## src/rtl/stage2_window_gen.sv

```systemverilog
// Sliding KX x KY window generator feeding the stage-2 convolution kernel.
// Cascaded line buffers hold the previous KY-1 rows; a shift-register window is emitted per eligible pixel.
module stage2_window_gen #(
    parameter int IMG_W = 12,
    parameter int IMG_H = 12,
    parameter int KX    = 5,
    parameter int KY    = 5,
    parameter int IBW   = 20
) (
    input  logic                   clk,
    input  logic                   reset_n,
    input  logic                   i_clear,
    input  logic                   i_in_valid,
    input  logic [IBW-1:0]         i_in_pixel,
    output logic                   o_ot_valid,
    output logic [KX*KY*IBW-1:0]   o_ot_window,
    output logic                   o_frame_done
);

    localparam int CW = (IMG_W > 1) ? $clog2(IMG_W) : 1;
    localparam int RW = (IMG_H > 1) ? $clog2(IMG_H) : 1;

    localparam logic [CW-1:0] COL_LAST = CW'(IMG_W - 1);
    localparam logic [RW-1:0] ROW_LAST = RW'(IMG_H - 1);
    localparam logic [CW-1:0] COL_ELIG = CW'(KX - 1);
    localparam logic [RW-1:0] ROW_ELIG = RW'(KY - 1);

    logic [CW-1:0]  col_q, col_d;
    logic [RW-1:0]  row_q, row_d;
    logic           valid_q, valid_d;
    logic           done_q, done_d;
    logic [IBW-1:0] win_q [KY][KX];
    logic [IBW-1:0] win_d [KY][KX];
    logic [IBW-1:0] line_q [KY-1][IMG_W];
    logic [IBW-1:0] slice [KY];
    logic           accept;

    // A clear on the same cycle as a valid pixel drops that pixel.
    assign accept = i_in_valid && !i_clear;

    // Vertical slice at the current column: newest row at the bottom (row KY-1).
    always_comb begin
        slice[KY-1] = i_in_pixel;
        for (int k = 0; k < KY-1; k++) begin
            slice[KY-2-k] = line_q[k][col_q];
        end
    end

    // NOTE: every signal written here is given a default first so no latch is inferred.
    always_comb begin
        col_d   = col_q;
        row_d   = row_q;
        valid_d = 1'b0;
        done_d  = 1'b0;
        win_d   = win_q;

        if (i_clear) begin
            col_d = '0;
            row_d = '0;
        end else if (i_in_valid) begin
            valid_d = (row_q >= ROW_ELIG) && (col_q >= COL_ELIG);
            done_d  = (row_q == ROW_LAST) && (col_q == COL_LAST);

            if (col_q == COL_LAST) begin
                col_d = '0;
                row_d = (row_q == ROW_LAST) ? '0 : row_q + 1'b1;
            end else begin
                col_d = col_q + 1'b1;
            end

            for (int j = 0; j < KY; j++) begin
                for (int i = 0; i < KX-1; i++) begin
                    win_d[j][i] = win_q[j][i+1];
                end
                win_d[j][KX-1] = slice[j];
            end
        end
    end

    // NOTE: state registers use non-blocking assignments so every flop samples pre-edge values.
    always_ff @(posedge clk or negedge reset_n) begin
        if (!reset_n) begin
            col_q   <= '0;
            row_q   <= '0;
            valid_q <= 1'b0;
            done_q  <= 1'b0;
            for (int j = 0; j < KY; j++) begin
                for (int i = 0; i < KX; i++) begin
                    win_q[j][i] <= '0;
                end
            end
        end else begin
            col_q   <= col_d;
            row_q   <= row_d;
            valid_q <= valid_d;
            done_q  <= done_d;
            win_q   <= win_d;
        end
    end

    // NOTE: line buffers are not reset; stale contents are masked by the eligibility rule.
    always_ff @(posedge clk) begin
        if (accept) begin
            line_q[0][col_q] <= i_in_pixel;
            for (int k = 1; k < KY-1; k++) begin
                line_q[k][col_q] <= line_q[k-1][col_q];
            end
        end
    end

    // Pack in the kernel's i_in_fmap layout: element (j,i) at (j*KX+i)*IBW.
    always_comb begin
        o_ot_window = '0;
        for (int j = 0; j < KY; j++) begin
            for (int i = 0; i < KX; i++) begin
                o_ot_window[(j*KX+i)*IBW +: IBW] = win_q[j][i];
            end
        end
    end

    assign o_ot_valid   = valid_q;
    assign o_frame_done = done_q;

endmodule
```

## config.mk

```make
export PLATFORM = sky130hd
export DESIGN_NAME = stage2_window_gen
export DESIGN_NICKNAME = d
export VERILOG_FILES = /design/src/rtl/stage2_window_gen.sv
export SDC_FILE = /design/constraint.sdc
export NUM_CORES = 2
export LEC_CHECK = 0
export ABC_AREA = 1
export CELL_PAD_IN_SITES_DETAIL_PLACEMENT = 1
export CELL_PAD_IN_SITES_GLOBAL_PLACEMENT = 2
export CORE_MARGIN = 3
export CORE_UTILIZATION = 38
export CTS_BUF_LIST = sky130_fd_sc_hd__clkbuf_8
export DETAILED_ROUTE_END_ITERATION = 8
export PLACE_DENSITY_LB_ADDON = 0.08
export SETUP_SLACK_MARGIN = 0.1
export SYNTH_ARGS = -nofsm -noshare
export SYNTH_HDL_FRONTEND = slang
export SYNTH_SLANG_ARGS = --single-unit
```

## constraint.sdc

```tcl
create_clock -name clk -period 5.95 [get_ports clk]
set_clock_uncertainty 0.15 [all_clocks]
set_input_delay 1.4875 -clock clk [delete_from_list [all_inputs] [get_ports clk]]
set_output_delay 1.4875 -clock clk [all_outputs]
set_load 0.01 [all_outputs]
```

* Yosys cells after proc, flatten, opt, wreduce, memory -nomap -nowiden
Memory sizes are Yosys's and may differ from the RTL's.
Index checks and enable logic that the tools add are counted.
W data, S select, Z words.
** Storage, ports and cells
- Flip-flop bits (word level) :: 510
- Input port bits :: 24
- Memory bits (writable) :: 960
- Memories :: 1
** Memories
- line_q :: depth 4, width 240, read ports 4, clocked after memory_dff 0, wr ports 4, RTL line 34 : logic [IBW-1:0] line_q [KY-1][IMG_W];
** Operators by class
- Multiplexer cells :: 27
- Bitwise operators :: 2
- Eq/ne operators :: 2
- Reductions and logical operators :: 9
- Add/sub/neg operators :: 2
- Order comparisons :: 4
** Operators with widths (number)
- $bmux W20 S4 :: 4
- $mux W240 :: 1
- $mux W20 :: 9
- $demux W20 S4 :: 1
- $mux W4 :: 7
- $add A4 B1 Y4 const B :: 2
- $eq A4 B4 Y1 const B :: 2
- $ge A4 B3 Y1 const B :: 2
- $ge A5 B5 Y1 const B :: 1
- $lt A5 B1 Y1 const B :: 1
- $mux W1 :: 5
- $not A4 Y5 :: 1
- $logic_and A1 B1 Y1 :: 4
- $reduce_and A2 Y1 :: 2
- $reduce_bool A2 Y1 :: 2
- $logic_not A1 Y1 :: 1
- $not A1 Y1 :: 1

* Longest topological paths before layout
- Depth after elaboration :: 6
- Gate-level depth with buffers :: 12
- Depth with buffers taken out :: 9

* Worst setup path before layout
Ideal clock, no wire load.
- Kind :: input to register
- Start :: input port i_in_valid
- End :: memory line_q[0][160] in the netlist's numbering, enable pin
- Path slack :: -23 ps
- Data arrival time :: 5304 ps
- Stages :: 5
- Setup time :: 519 ps
- Buffers on the path :: 1
- Cells stage by stage :: inv_1 -> nor2_1 -> buf_2 -> nand2_1 -> nor2_1
** RTL lines
- start, declared :: RTL line 13 : input logic i_in_valid,
- end, declared :: RTL line 34

==> results.json <==
{
  "path_clk_slew_ns": 0.06,
  "rsz0062_at_grt": "no",
  "timing.hold.ws_ns": 0.272,
  "dr.pass1.iters": 5,
  "status": "finished, final reports clean",
  "clock-root-buffer": "clkbuf_8",
  "grt_pass1_vias": 44200,
  "drive_above_1_share_pct": 5.96,
  "hp-class": "in2async",
  "cts_buffers": 281,
  "clkSinkCount": 1470,
  "ioPinCount": 526,
  "cellPowerDensity_nw_per_um2": 350,
  "pwr-share-clk_pct": 34.7,
  "dp_hpwl_mm": 114,
  "dieArea_sq_um": 164000,
  "drcViolationCount": 0,
  "drt_iter0_drc": 3237,
  "wl_mm": 193,
  "clock_path_buffers": 4,
  "ir_worst_vdd_uv": 224,
  "max_slew_margin_pct": 22.9,
  "worst-path-max-fanout": 204,
  "coreArea_sq_um": 157000,
  "antenna_left": 0,
  "ys.warnings.count": 0,
  "wire_per_inst_um": 21.5,
  "fp.dieW_um": 405,
  "netlist_instances": 6169,
  "area_delta_synth_final_pct": 19.9,
  "post-route-period-util_pct": 64.4,
  "p_sw_share_pct": 28.6,
  "yosysUniqueCellTypes": 25,
  "finalMaxSlewViolations": 0,
  "cap_viol_max_count": 0,
  "syn_area_sq_um": 60500,
  "internal_power_mw": 18.1,
  "rows": 145,
  "clk_latency_ns": 0.97,
  "grt_max_degree": 205,
  "fmax_mhz": 261,
  "die_y_um": 405,
  "syn_avg_cell_area_sq_um": 9.81,
  "end_kind": "flip-flop",
  "yosys.area.top_type": "edfxtp_1",
  "tightest_slew_ns": 1.15,
  "cts.repair_timing.setup_buffer_count": 0,
  "post_layout_nonfiller_instances": 8991,
  "ys_seq_elements": 1470,
  "setup.worst_path.class": "reg2reg",
  "start_util_pct": 38.5,
  "power.switching_mw": 7.28,
  "vias": 43000,
  "ctsHoldBuffers": 0,
  "grt_antenna_before_repair": 18,
  "yosys.area.top_type_share_pct": 47.6,
  "yosysSeqAreaShare_pct": 68.7,
  "grt_pass1_wl_mm": 289,
  "grt-ovfl-total": 0,
  "port_buffers": 525,
  "required_ns": 6.64,
  "p_leak_nw": 33.9,
  "power_frac_seq_pct": 49.3,
  "grt_usage_pct": 23.4,
  "synth_fp_nets": 6198,
  "min_period_ns": 3.83,
  "nNetsFinal": 6780,
  "pwr-share-comb_pct": 16.0,
  "hold_viol": 0,
  "cts_tree": "yes",
  "dp.cells": 8526,
  "h-tree-depth": 5,
  "crit_path_start_kind": "flip-flop",
  "worstPathArrival_ns": 4.52,
  "cts_resized": 0,
  "synthTopCellsByArea": "edfxtp_1 48%, dfrtp_1 21%, nand2_1 18%",
  "place_congestion": 0.796,
  "viasPerCell": 4.79,
  "r2r_slack_ns": 2.12,
  "setup_violations": 0
}
==> metal layers <==
| layer | vias up | track usage, % | wire length [um] |
|---|---|---|---|
| li1 | 20400 | - | - |
| met1 | 21400 | 32.6 | 89000 |
| met2 | 1023 | 37.8 | 90200 |
| met3 | 249 | 4.85 | 11200 |
| met4 | 2 | 4.91 | 2920 |
| met5 | - | 0 | 13 |
==> critical path, stage by stage (launching register included) <==
cell     delay [ns]
dfrtp_4        0.72
inv_16         0.61
buf_4          0.47
nand2_1        0.09
nand3_1        0.08
nand2_1        0.08
nand2_1        0.06
nand3_1        0.70
nand2_1        0.43
nand2_1        0.08
==> kinds of logic (layout without fill, tap and decap cells) <==
logic type | count (synthesis) | after routing | share of synthesized area, %
adders and majority gates | 5 | 5 | 0.103
and+or+nand+nor | 3509 | 3509 | 22.9
buffers and inverters | 1159 | 1922 | 8.00
DFF | 1470 | 1470 | 68.7
other | 0 | 1 | 0
AOI/OAI and AO/OA | 26 | 26 | 0.244
==> sequential cells by signal, summed over array words and instances (netlist names) <==
name,count
o_ot_window,500
col_q,4
o_frame_done,1
row_q,4
line_q,960
o_ot_valid,1
==> final cells by class <==
type / count / area, sq um
flip-flops and latches: 1470 / 41600
fillers: 17600 / 84700
inverters: 864 / 3280
diodes: 1 / 2.50
clock buffers: 304 / 4180
multi-input cells: 3540 / 14200
repair buffers: 594 / 6140
well taps: 2058 / 2570
clock inverters: 160 / 628
==> power by group through the flow <==
| stage | clock (mW) | combinational [mW] | sequential, mW |
|---|---|---|---|
| after floorplan | 0 | 1.41 | 12.8 |
| after global placement | 0 | 4.08 | 12.7 |
| after global routing | 9.62 | 4.43 | 12.6 |
| final | 8.83 | 4.05 | 12.5 |
| after CTS | 9.14 | 4.13 | 12.6 |
| after detailed placement | 0 | 4.12 | 12.8 |
==> synth_stat cells <==
library cell  instances
nor4_2                1
o31ai_1               1
inv_2                 2
nand2_1            2924
inv_4                 2
o21ai_0              18
buf_4                39
a21oi_1               2
nor2_2                2
ha_1                  5
a22o_1                1
a211oi_1              1
o22ai_1               1
buf_2               184
buf_1                 7
nand3_1             562
inv_1               860
clkbuf_1             50
dfrtp_1             510
buf_6                15
nor3_1                2
nor2_1               18
o32ai_1               1
edfxtp_1            960
o21ai_2               1
==> path summary, 6_finish.rpt <==
kind / startpoint / to / cells after the start
hold reg to reg: o_ot_window[7]$_DFFE_PN0P_ / o_ot_window[7]$_DFFE_PN0P_ / 2
setup / recovery: col_q[0]$_DFFE_PN0P_ / o_ot_window[383]$_DFFE_PN0P_ / 9
setup reg to reg: col_q[0]$_DFFE_PN0P_ / o_ot_window[383]$_DFFE_PN0P_ / 9
max in group asynchronous: reset_n / o_ot_window[38]$_DFFE_PN0P_ / 2
min in group clk: o_ot_window[7]$_DFFE_PN0P_ / o_ot_window[7]$_DFFE_PN0P_ / 2
hold / removal: reset_n / o_ot_window[301]$_DFFE_PN0P_ / 1
==> placed cells by master (no fill, tap or decap) <==
master / synthesis / routed
a211oi_1: 1 / 1
a21oi_1: 2 / 2
a22o_1: 1 / 1
buf_12: 0 / 29
buf_4: 39 / 40
buf_8: 0 / 1
clkbuf_8: 0 / 304
clkdlybuf4s50_1: 0 / 524
clkinv_1: 0 / 35
clkinv_2: 0 / 13
clkinvlp_4: 0 / 3
dfrtp_1: 510 / 508
dfrtp_4: 0 / 2
diode_2: 0 / 1
edfxtp_1: 960 / 960
ha_1: 5 / 5
inv_1: 860 / 968
inv_16: 0 / 1
inv_4: 2 / 2
inv_8: 0 / 2
nand2_1: 2924 / 2924
nand3_1: 562 / 562
nor2_1: 18 / 6
nor2_4: 0 / 14
nor3_1: 2 / 2
nor4_2: 1 / 1
o21ai_0: 18 / 18
o21ai_2: 1 / 1
o22ai_1: 1 / 1
o31ai_1: 1 / 1
o32ai_1: 1 / 1
==> through the flow <==
step	TNS [ns]	setup WS (ns)	util [%]	total power, mW	cell area [sq um]
2_1_floorplan	-19.61	-0.0227	-	14.2	60500
3_3_place_gp	0	1.56	43.1	16.8	67800
3_5_place_dp	0	1.51	43.1	16.9	67800
4_1_cts	0	2.03	46.2	25.8	72600
5_1_grt	0	1.66	46.2	26.7	72600
6_report	0	2.12	46.2	25.4	72600
No activity file was read; power rests on OpenSTA's default activity.
